File: config.mk
export PLATFORM = sky130hd
export DESIGN_NAME = ps2_scancode_decoder
export DESIGN_NICKNAME = d
export VERILOG_FILES = /design/src/rtl/ps2_scancode_decoder.sv
export SDC_FILE = /design/constraint.sdc
export NUM_CORES = 1
export LEC_CHECK = 0
export CORE_MARGIN = 2
export CORE_UTILIZATION = 50
export CTS_BUF_LIST = sky130_fd_sc_hd__clkbuf_16
export CTS_CLUSTER_DIAMETER = 200
export DETAILED_ROUTE_END_ITERATION = 7
export PLACE_DENSITY = 0.76
export SYNTH_ARGS = -nofsm -noshare
export SYNTH_HDL_FRONTEND = slang
export SYNTH_SLANG_ARGS = --single-unit
File: constraint.sdc
create_clock -name CLOCK_50 -period 7.9 [get_ports CLOCK_50]
set_input_delay 2.37 -clock CLOCK_50 [delete_from_list [all_inputs] [get_ports CLOCK_50]]
set_output_delay 2.37 -clock CLOCK_50 [all_outputs]
set_load 0.01 [all_outputs]
File: src/rtl/ps2_scancode_decoder.sv
// PS/2 Set-2 scan-code assembler: folds E0/F0/E1 prefix sequences into
// single key events and buffers them in a small FWFT FIFO.
module ps2_scancode_decoder #(
  parameter int FIFO_DEPTH     = 4,
  parameter int PREFIX_TIMEOUT = 50000000,
  parameter int CNT_W          = 3
) (
  input  logic             CLOCK_50,
  input  logic             reset,
  input  logic [7:0]       received_data,
  input  logic             received_data_en,
  input  logic             evt_ready,
  output logic             evt_valid,
  output logic [7:0]       evt_code,
  output logic             evt_extended,
  output logic             evt_released,
  output logic             ctrl_seen,
  output logic [7:0]       ctrl_byte,
  output logic             overflow,
  output logic [CNT_W-1:0] fifo_count
);

  localparam int PW = $clog2(FIFO_DEPTH);
  localparam int TW = $clog2(PREFIX_TIMEOUT + 1);

  typedef enum logic [2:0] {
    IDLE, EXT, BRK, EXT_BRK, PAUSE
  } state_t;

  state_t state, state_nxt;

  logic [TW-1:0] tcnt;
  logic [2:0]    pcnt;
  logic          stb;
  logic          is_e0, is_f0, is_e1, is_ctrl;
  logic          tmo, pause_done;
  logic          push_en, ctrl_hit, accept, pop;
  logic [9:0]    push_data;

  logic [9:0]    mem [FIFO_DEPTH];
  logic [PW-1:0] wr_ptr, rd_ptr;

  assign stb   = received_data_en;
  assign is_e0 = received_data == 8'hE0;
  assign is_f0 = received_data == 8'hF0;
  assign is_e1 = received_data == 8'hE1;

  always_comb begin
    is_ctrl = 1'b0;
    unique case (received_data)
      8'hFA, 8'hAA, 8'hEE, 8'hFE,
      8'hFC, 8'h00, 8'hFF: is_ctrl = 1'b1;
      default:             is_ctrl = 1'b0;
    endcase
  end

  // A strobe always beats the timeout in the same cycle.
  assign tmo = (state != IDLE) && !stb &&
               (tcnt == TW'(PREFIX_TIMEOUT - 1));
  assign pause_done = (state == PAUSE) && stb && (pcnt == 3'd1);

  always_ff @(posedge CLOCK_50 or posedge reset) begin
    if (reset) state <= IDLE;
    else       state <= state_nxt;
  end

  always_comb begin
    state_nxt = state;
    unique case (state)
      IDLE: begin
        if (stb) begin
          unique case (1'b1)
            is_e0:   state_nxt = EXT;
            is_f0:   state_nxt = BRK;
            is_e1:   state_nxt = PAUSE;
            default: state_nxt = IDLE;
          endcase
        end
      end
      EXT: begin
        if (stb) begin
          if (is_f0)       state_nxt = EXT_BRK;
          else if (!is_e0) state_nxt = IDLE;
        end else if (tmo) begin
          state_nxt = IDLE;
        end
      end
      BRK, EXT_BRK: begin
        if (stb || tmo) state_nxt = IDLE;
      end
      PAUSE: begin
        if (pause_done || tmo) state_nxt = IDLE;
      end
      default: state_nxt = IDLE;
    endcase
  end

  always_comb begin
    push_en   = 1'b0;
    push_data = {2'b00, received_data};
    ctrl_hit  = 1'b0;
    unique case (state)
      IDLE: begin
        if (stb && !is_e0 && !is_f0 && !is_e1) begin
          ctrl_hit = is_ctrl;
          push_en  = !is_ctrl;
        end
      end
      EXT: begin
        push_en   = stb && !is_f0 && !is_e0;
        push_data = {2'b10, received_data};
      end
      BRK: begin
        push_en   = stb;
        push_data = {2'b01, received_data};
      end
      EXT_BRK: begin
        push_en   = stb;
        push_data = {2'b11, received_data};
      end
      PAUSE: begin
        push_en   = pause_done;
        push_data = {2'b00, 8'hE1};
      end
      default: push_en = 1'b0;
    endcase
  end

  always_ff @(posedge CLOCK_50 or posedge reset) begin
    if (reset) begin
      tcnt <= '0;
      pcnt <= '0;
    end else begin
      if (stb || tmo || state == IDLE) tcnt <= '0;
      else                             tcnt <= tcnt + TW'(1);
      if (state == IDLE && stb && is_e1) pcnt <= 3'd7;
      else if (state == PAUSE && stb)    pcnt <= pcnt - 3'd1;
    end
  end

  always_ff @(posedge CLOCK_50 or posedge reset) begin
    if (reset) begin
      ctrl_seen <= 1'b0;
      ctrl_byte <= '0;
    end else begin
      ctrl_seen <= ctrl_hit;
      if (ctrl_hit) ctrl_byte <= received_data;
    end
  end

  assign evt_valid = fifo_count != '0;
  assign pop       = evt_valid && evt_ready;
  assign accept    = push_en &&
                     ((fifo_count < CNT_W'(FIFO_DEPTH)) || pop);

  always_ff @(posedge CLOCK_50 or posedge reset) begin
    if (reset) begin
      for (int i = 0; i < FIFO_DEPTH; i++) mem[i] <= '0;
      wr_ptr     <= '0;
      rd_ptr     <= '0;
      fifo_count <= '0;
      overflow   <= 1'b0;
    end else begin
      if (accept) begin
        mem[wr_ptr] <= push_data;
        wr_ptr      <= wr_ptr + PW'(1);
      end
      if (pop) rd_ptr <= rd_ptr + PW'(1);
      unique case ({accept, pop})
        2'b10:   fifo_count <= fifo_count + CNT_W'(1);
        2'b01:   fifo_count <= fifo_count - CNT_W'(1);
        default: fifo_count <= fifo_count;
      endcase
      if (push_en && !accept) overflow <= 1'b1;
    end
  end

  assign {evt_extended, evt_released, evt_code} = mem[rd_ptr];

endmodule

## Word-level counts from Yosys, hierarchy flattened

Cells that the tools add are included.

| cells by class | value |
|---|---|
| equal/unequal tests | 22 |
| add/subtract/negate cells | 6 |
| multiplexer cells | 25 |
| magnitude comparators | 4 |
| bitwise gates (word level) | 2 |
| reductions and logical operators | 34 |

Operators by type and width:

| cell | number |
|---|---|
| $eq 8x8->1 const B | 9 |
| $bwmux 40 | 1 |
| $pmux 10 s4 | 1 |
| $mux 10 | 3 |
| $mux 3 | 9 |
| $add 26x1->26 const B | 1 |
| $eq 26x26->1 const B | 1 |
| $mux 26 | 1 |
| $bmux 10 s2 | 1 |
| $demux 10 s2 | 1 |
| $logic_and 1x1->1 | 15 |
| $pmux 3 s4 | 1 |
| $pmux 3 s3 | 1 |
| $logic_not 8->1 | 1 |
| $reduce_or 7->1 | 1 |
| $eq 3x1->1 const B | 2 |
| $eq 3x2->1 const B | 2 |
| $ge 3x3->1 const B | 2 |
| $logic_not 1->1 | 6 |
| $not 2->3 | 2 |
| $pmux 3 s2 | 1 |
| $reduce_bool 3->1 | 2 |
| $sub 3x1->3 const B | 2 |
| $reduce_and 5->1 | 1 |
| other kinds (17) | 26 |

| word-level totals | value |
|---|---|
| input bits | 12 |
| output and inout port bits | 24 |
| logic and storage cells | 106 |
| flip-flop bits (word level) | 89 |

## Depth between registers and ports, before layout

Gate-level depths: netlist (run 1).

| logic depth | value |
|---|---|
| depth after elaboration | 10 |
| mapped depth | 12 |
| gate-level depth less buffers | 12 |

## Least setup slack after synthesis (run 1)

Ideal clock, no wire load.

| path | value |
|---|---|
| path kind | input to register |
| start point | in received_data[1] |
| end point | reg fifo_count[2] |
| stages on the path | 11 |
| setup time | 0.079 ns |
| data arrival time | 4.683 ns |
| buffers on the path | 1 |
| slack | 3.137 ns |
| data required time | 7.821 ns |
| cells stage by stage | buf_2 or4_1 o211ai_2 a21oi_1 a31oi_4 ha_1 inv_1 fa_1 xor2_1 nor2_1 xor2_1 |

| between the ends | value |
|---|---|
| longest elaborated chain between the ends | 10 |
| elaborated cells between the ends (all ways) | 28 |
| classes of those cells | eq/ne (11); mux (4); reduce/logical (13) |

RTL lines:

| what | line | RTL |
|---|---|---|
| start, declared | 10 | `input logic [7:0] received_data,` |
| parallel branches: the longest is 6 deep, another holds $eq 8x8->1 | - |  |
| $pmux 1 s4 * | 102 | `unique case (state)` |
| $logic_and 1x1->1 * | 153 | `assign accept = push_en &&` |
| $eq 2x1->1 or $eq 2x2->1 (tied branches) | 169 | `unique case ({accept, pop})` |
| $pmux 3 s2 or $reduce_bool 2->1 (tied branches) | - |  |
| end signal, assigned | 170 | `2'b10: fifo_count <= fifo_count + CNT_W'(1);` |
| end signal, assigned | 171 | `2'b01: fifo_count <= fifo_count - CNT_W'(1);` |
| end signal, assigned | 172 | `default: fifo_count <= fifo_count;` |
| end, declared | 20 | `output logic [CNT_W-1:0] fifo_count` |

Every way passes the cells marked *.
A chain may end at the register's enable or synchronous reset.

## Worst setup path in the final report (run 1)

| path | value |
|---|---|
| start point | in received_data[3] |
| end point | reg fifo_count[2] |

Same word-level chain as after synthesis.

==> results of run 1 <==
## flip-flops by register name, indices dropped and copies added, names as in the netlist, 2 cells and up
register,flops
wr_ptr,2
tcnt,26
ctrl_byte,8
mem,40
state,3
fifo_count,3
pcnt,3
rd_ptr,2
## routing by layer
layer  GRT usage (%)  vias up  share of wire, %
met5               0        -                 0
met4            7.26        0               1.0
met3            3.79        7               4.0
met2            27.8       76                47
met1            28.5     1525                48
li1                -     1364                 -
## worst max-delay path: stages
cell	delay, ns
clkdlybuf4s50_1	0.59
or4_1	0.56
a21oi_1	0.18
a31oi_1	0.11
a31oi_4	0.43
ha_1	0.26
inv_1	0.06
fa_1	0.38
xor2_1	0.17
nor2_1	0.11
xor2_1	0.15
## through the flow
stage	area (um^2)	instances	total power, mW
2_1_floorplan	4410	370	1.14
3_3_place_gp	4810	496	1.35
3_5_place_dp	4810	496	1.37
4_1_cts	5100	512	1.79
5_1_grt	5100	512	1.88
6_report	5100	512	1.78
## power groups by stage
stage               registers (mW)  clock network, mW  logic, mW
floorplan                    0.667                  0      0.474
global placement             0.703                  0      0.644
detailed placement           0.711                  0      0.660
CTS                          0.704              0.427      0.662
global route                 0.722              0.445      0.710
finish                       0.703              0.420      0.656
## final timing paths
path / cells past startpoint / to / from / slack (ns)
min: 1 / overflow / overflow / 0.49
max reg2reg: 10 / fifo_count[2] / state[0] / 5.19
max: 11 / fifo_count[2] / received_data[3] / 2.79
max in group asynchronous: 3 / mem[18] / reset / 4.47
min reg2reg: 1 / overflow / overflow / 0.49
min in group asynchronous: 2 / mem[37] / reset / 2.19
## synthesized netlist by cell type, types with 2 or more instances
library cell and n:
nand3_4 4, clkbuf_1 3, a31oi_1 2, dfrtp_1 89
ha_1 8, nor3_1 2, nor2_1 38, mux4_2 10
nand2_1 26, nand2b_1 6, mux2_4 16, nand4_1 9
nand3_1 16, xor2_1 23, and4_1 3, mux2_2 9
inv_1 15, a21oi_1 2, a22o_1 25, and2_1 3
o21ai_0 2, nor4_1 2, xnor2_1 9, buf_2 11
and3_1 6, nor2_2 5, or4_1 3, or2b_1 3
## layout make-up
cell class	instances	area [um^2]
fillers	703	3530
flip-flops and latches	89	2230
multi-input cells	248	2030
repair buffers	36	358
clock buffers	9	225
well taps	108	135
clock inverters	7	70.1
inverters	15	57.6
## kinds of logic (layout without fill, tap and decap cells)
family                   Yosys count  after routing  share of synthesized area, %
AND/OR/NAND/NOR                  132            132                          16.3
flip-flops                        89             89                          50.6
AO/OA/AOI/OAI                     40             40                          7.78
multiplexers                      35             35                          12.9
buffers and inverters             33             67                          3.41
XOR/XNOR                          32             32                          6.36
adder cells (fa/ha/maj)            9              9                          2.73
==> results.ini, run 1 <==
[die]
dieArea_um2=9580
design.core.area_um2=8640
start_util_pct=51.0
die_h_um=97.9
io_pins=36
chipWidth_um=97.9
num_rows=34

[synthesis]
yosysTopAreaCell=dfrtp_1
synthArstFlopShare_pct=100
yosysWarnings=0
yosysSeqAreaShare_pct=50.6
synth_area_um2=4410
synth.ff_latch_count=89
synth.distinct_cells=48
synth_top_area_share_pct=50.6
synth.area.top_cells=dfrtp_1 (51%), mux2_4 (5.5%), mux4_2 (5.1%)
synth_edf_count=0
syn_avg_cell_area_um2=11.9
synth_fp_nets=391
postSynthCellCount=370
synth_ff_type=dfrtp_1

[sta]
tns_ns=0
rsz0062_at_grt=false
max_slew_margin_pct=26.3
worst_pin_slew_ns=1.11
setup_violations=0
fin_crit_sh_pct=64.7
hold_ws_ns=0.486
fin_worst_skew_ns=0.00676
final_max_slew_viol_count=0
period_needed_ns=5.11
finalHoldViolCount=0
fin_ws_ns=2.79
clock.fmax_mhz=196

[clock_tree]
postCtsResizedCells=0
cts_setup_buffers=0
clk_latency_ns=0.35
clock-root-buffer=clkbuf_16
cts.sinks=89
clkSlewWorstSetupHoldPaths_ns=0.07
cts.path.max_buffers=2
htreeDepth=3
numCtsBuffers=9
cts_tree=built
cts_hold_buf=0

[status]
status=finished clean

[pwr]
p_leak_nw=2.27
power_density_nw_per_um2=349
swShare_pct=33.1
intPower_mw=1.19
p_switching_uw=589
power_frac_seq_pct=39.5
ir_drop_mv=0.170
comb_power_share_pct=36.9
power.share.clock_pct=23.6

[global_route]
gr-total-overflow=0
grt_usage_pct=19.1
grt_pass1_vias=2864
grt_start_max_net_pins=89
antenna_found_initial=0
grt_pass1_wl_um=14700

[detailed_routing]
first_pass_iters=4
vias=2972
ant_nets=0
drtIter0Drc=176
remaining_drc_errors=0
vias_per_cell=5.80
routedWlPerCell_um=17.1
wl_um=8750

[worst_setup_path]
worstSetupPathType=primary input to flop
critPathMaxFanout=10
worstPathRequired_ns=8.17
crit_arrival_ns=5.38
end_kind=flop
worstSetupStartpointType=primary input

[placed_design]
hpwl_um=5830
place.port_buffers=35
pre_cts_ws_ns=2.45
gp_congestion=0.825

[final_layout]
area_delta_synth_final_pct=15.8
mostFrequentLayoutCells=dfrtp_1 (89), nor2_1 (38), clkdlybuf4s50_1 (35)
nets=420
drive_above_1_share_pct=16.6
diodes=0
fin_util_pct=59.1
final_common_cell=dfrtp_1

[flow_run]
maxCapViolCount=0

[hold_path]
timing.hold.worst.class=flop to flop

(Power assumes the default switching activity.)
==> inputs of run 2 (changes only) <==
==> constraint.sdc (replaced) <==
create_clock -name CLOCK_50 -period 4.79 [get_ports CLOCK_50]
set_input_delay 1.437 -clock CLOCK_50 [delete_from_list [all_inputs] [get_ports CLOCK_50]]
set_output_delay 1.437 -clock CLOCK_50 [all_outputs]
set_load 0.01 [all_outputs]
==> run 2 against run 1 <==
Cell count is 0.59% higher. Critical path type unchanged. Core utilization up 0.43 points. Worst setup slack lost 1.9 ns. Cell area grew 0.74%. Global-route usage fell by 0.36 points.
==> results.ini, run 2 (same netlist as run 1, synthesis figures left out) <==
[hold_path]
timing.hold.worst.class=flop to flop  ; unchanged

[worst_setup_path]
slowest_delay_ns=0.62  ; was 0.59 ns
end_kind=flop  ; unchanged
crit_arrival_ns=4.13  ; was 5.38 ns
path_cells=clkdlybuf4s50_1, or4_1, o211ai_2, a21oi_1, a31oi_4, ha_1, inv_1, fa_1, xor2_1, nor2_1, xor2_1  ; was clkdlybuf4s50_1, or4_1, a21oi_1, a31oi_1, a31oi_4, ha_1, inv_1, fa_1, xor2_1, nor2_1, xor2_1
critPathMaxFanout=9  ; was 10
crit_top_cell=xor2_1  ; unchanged
path_delay_family=simple AND/OR/NAND/NOR gates  ; was compound AO/OA/AOI/OAI gates
worstSetupPathType=primary input to flop  ; unchanged
crit_buf_inv=2  ; unchanged
worstSetupStartpointType=primary input  ; unchanged
cp_slowest_cell=or4_1  ; was clkdlybuf4s50_1
worstPathRequired_ns=5.05  ; was 8.17 ns

[sta]
clock.fmax_mhz=258
finalHoldViolCount=0  ; unchanged
hold_ws_ns=0.480  ; was 0.486 ns
period_needed_ns=3.87
fin_ws_ns=0.920  ; was 2.79 ns
worst_pin_slew_ns=0.751  ; was 1.11 ns
fin_worst_skew_ns=0.00739  ; was 0.00676 ns
fin_crit_sh_pct=80.8
rsz0062_at_grt=false  ; unchanged
max_slew_margin_pct=49.9  ; was 26.3%
tns_ns=0  ; unchanged
setup_violations=0  ; unchanged
final_max_slew_viol_count=0  ; unchanged

[detailed_routing]
remaining_drc_errors=0  ; unchanged
vias_per_cell=5.60  ; was 5.80
routedWlPerCell_um=16.6  ; was 17.1 um
ant_nets=0  ; unchanged
drtIter0Drc=135  ; was 176
vias=2886  ; was 2,972
wl_um=8530  ; was 8750 um
first_pass_iters=4  ; unchanged

[clock_tree]
cts_setup_buffers=0  ; unchanged
clkSlewWorstSetupHoldPaths_ns=0.07  ; about the same
clock-root-buffer=clkbuf_16  ; unchanged
cts_tree=built  ; unchanged
numCtsBuffers=9  ; unchanged
postCtsResizedCells=0  ; unchanged
clk_latency_ns=0.34  ; was 0.35 ns
cts.sinks=89  ; unchanged
cts_hold_buf=0  ; unchanged
cts.path.max_buffers=2  ; unchanged
htreeDepth=3  ; unchanged

[die]
start_util_pct=51.0  ; unchanged
dieArea_um2=9580  ; unchanged
num_rows=34  ; unchanged
chipWidth_um=97.9  ; unchanged
die_h_um=97.9  ; unchanged
design.core.area_um2=8640  ; unchanged
io_pins=36  ; unchanged

[final_layout]
multiInputGateArea_um2=2030  ; unchanged
top_register=mem  ; unchanged
mostFrequentLayoutCells=dfrtp_1 (89), nor2_1 (38), clkdlybuf4s50_1 (35)  ; unchanged
reg.largest.list=mem: 40 flops, tcnt: 26 flops, ctrl_byte: 8 flops  ; unchanged
area_delta_synth_final_pct=16.6  ; was 15.8%
drive_above_1_share_pct=17.2  ; was 16.6%
diodes=0  ; unchanged
largest_register_ffs=40  ; unchanged
nets=423  ; was 420
regArea_um2=2230  ; unchanged
fill_cells=692  ; was 703
final_common_cell=dfrtp_1  ; unchanged
fin_cells=515  ; was 512

[pwr]
ir_drop_mv=0.221  ; was 0.170 mV
power_density_nw_per_um2=572  ; was 349 nW/um^2
p_leak_nw=2.29  ; was 2.27 nW

[placed_design]
pre_cts_ws_ns=0.590  ; was 2.45 ns
hpwl_um=5670  ; was 5830 um
place.port_buffers=35  ; unchanged
dp_cells=499  ; was 496
gp_congestion=0.822  ; was 0.825

[global_route]
grt_pass1_vias=2899  ; was 2,864
antenna_found_initial=0  ; unchanged
grt_pass1_wl_um=14400  ; was 14,700 um
grt_usage_pct=18.8  ; was 19.1%
grt_start_max_net_pins=90  ; was 89
gr-total-overflow=0  ; unchanged

[status]
status=finished clean  ; unchanged

[flow_run]
maxCapViolCount=0  ; unchanged

[run 2: worst paths after layout]
kind,from,to,slack [ns],cells after the start
min reg2reg,overflow,overflow,0.48,1
max,received_data[1],fifo_count[2],0.92,11
max in group asynchronous,reset,mem[1],2.91,3
max reg2reg,state[0],fifo_count[1],2.18,8
min in group asynchronous,reset,mem[35],1.51,3
min,overflow,overflow,0.48,1
[run 2: per-layer routing]
layer	routed length, um	global-route usage (%)	vias up	part of all wire [%]
met5	0	0	-	0
met4	136	7.05	0	1.6
met3	434	3.51	11	5.1
met2	4050	28.8	67	47
met1	3910	26.8	1439	46
li1	-	-	1369	-
[run 2: cell type report]
type / count / share of cell area (%)
well taps: 108 / 2.63
repair buffers: 39 / 7.65
inverters: 15 / 1.12
clock buffers: 9 / 4.38
multi-input cells: 248 / 39.5
flip-flops and latches: 89 / 43.3
clock inverters: 7 / 1.41
[run 2: report_power, final]
group | internal, mW | switching, mW | total, mW
registers | 0.971 | 0.187 | 1.16
clock network | 0.367 | 0.317 | 0.684
logic | 0.635 | 0.465 | 1.10
total | 1.97 | 0.969 | 2.94
[run 2: through the flow]
| stage | instance area, um^2 | total power [mW] | util (%) |
|---|---|---|---|
| final | 5140 | 2.94 | 59.5 |
| after global routing | 5140 | 3.11 | 59.5 |
| after CTS | 5140 | 2.97 | 59.5 |
| after detailed placement | 4840 | 2.28 | 56.1 |
| after global placement | 4840 | 2.24 | 56.1 |
| after floorplan | 4410 | 1.88 | - |
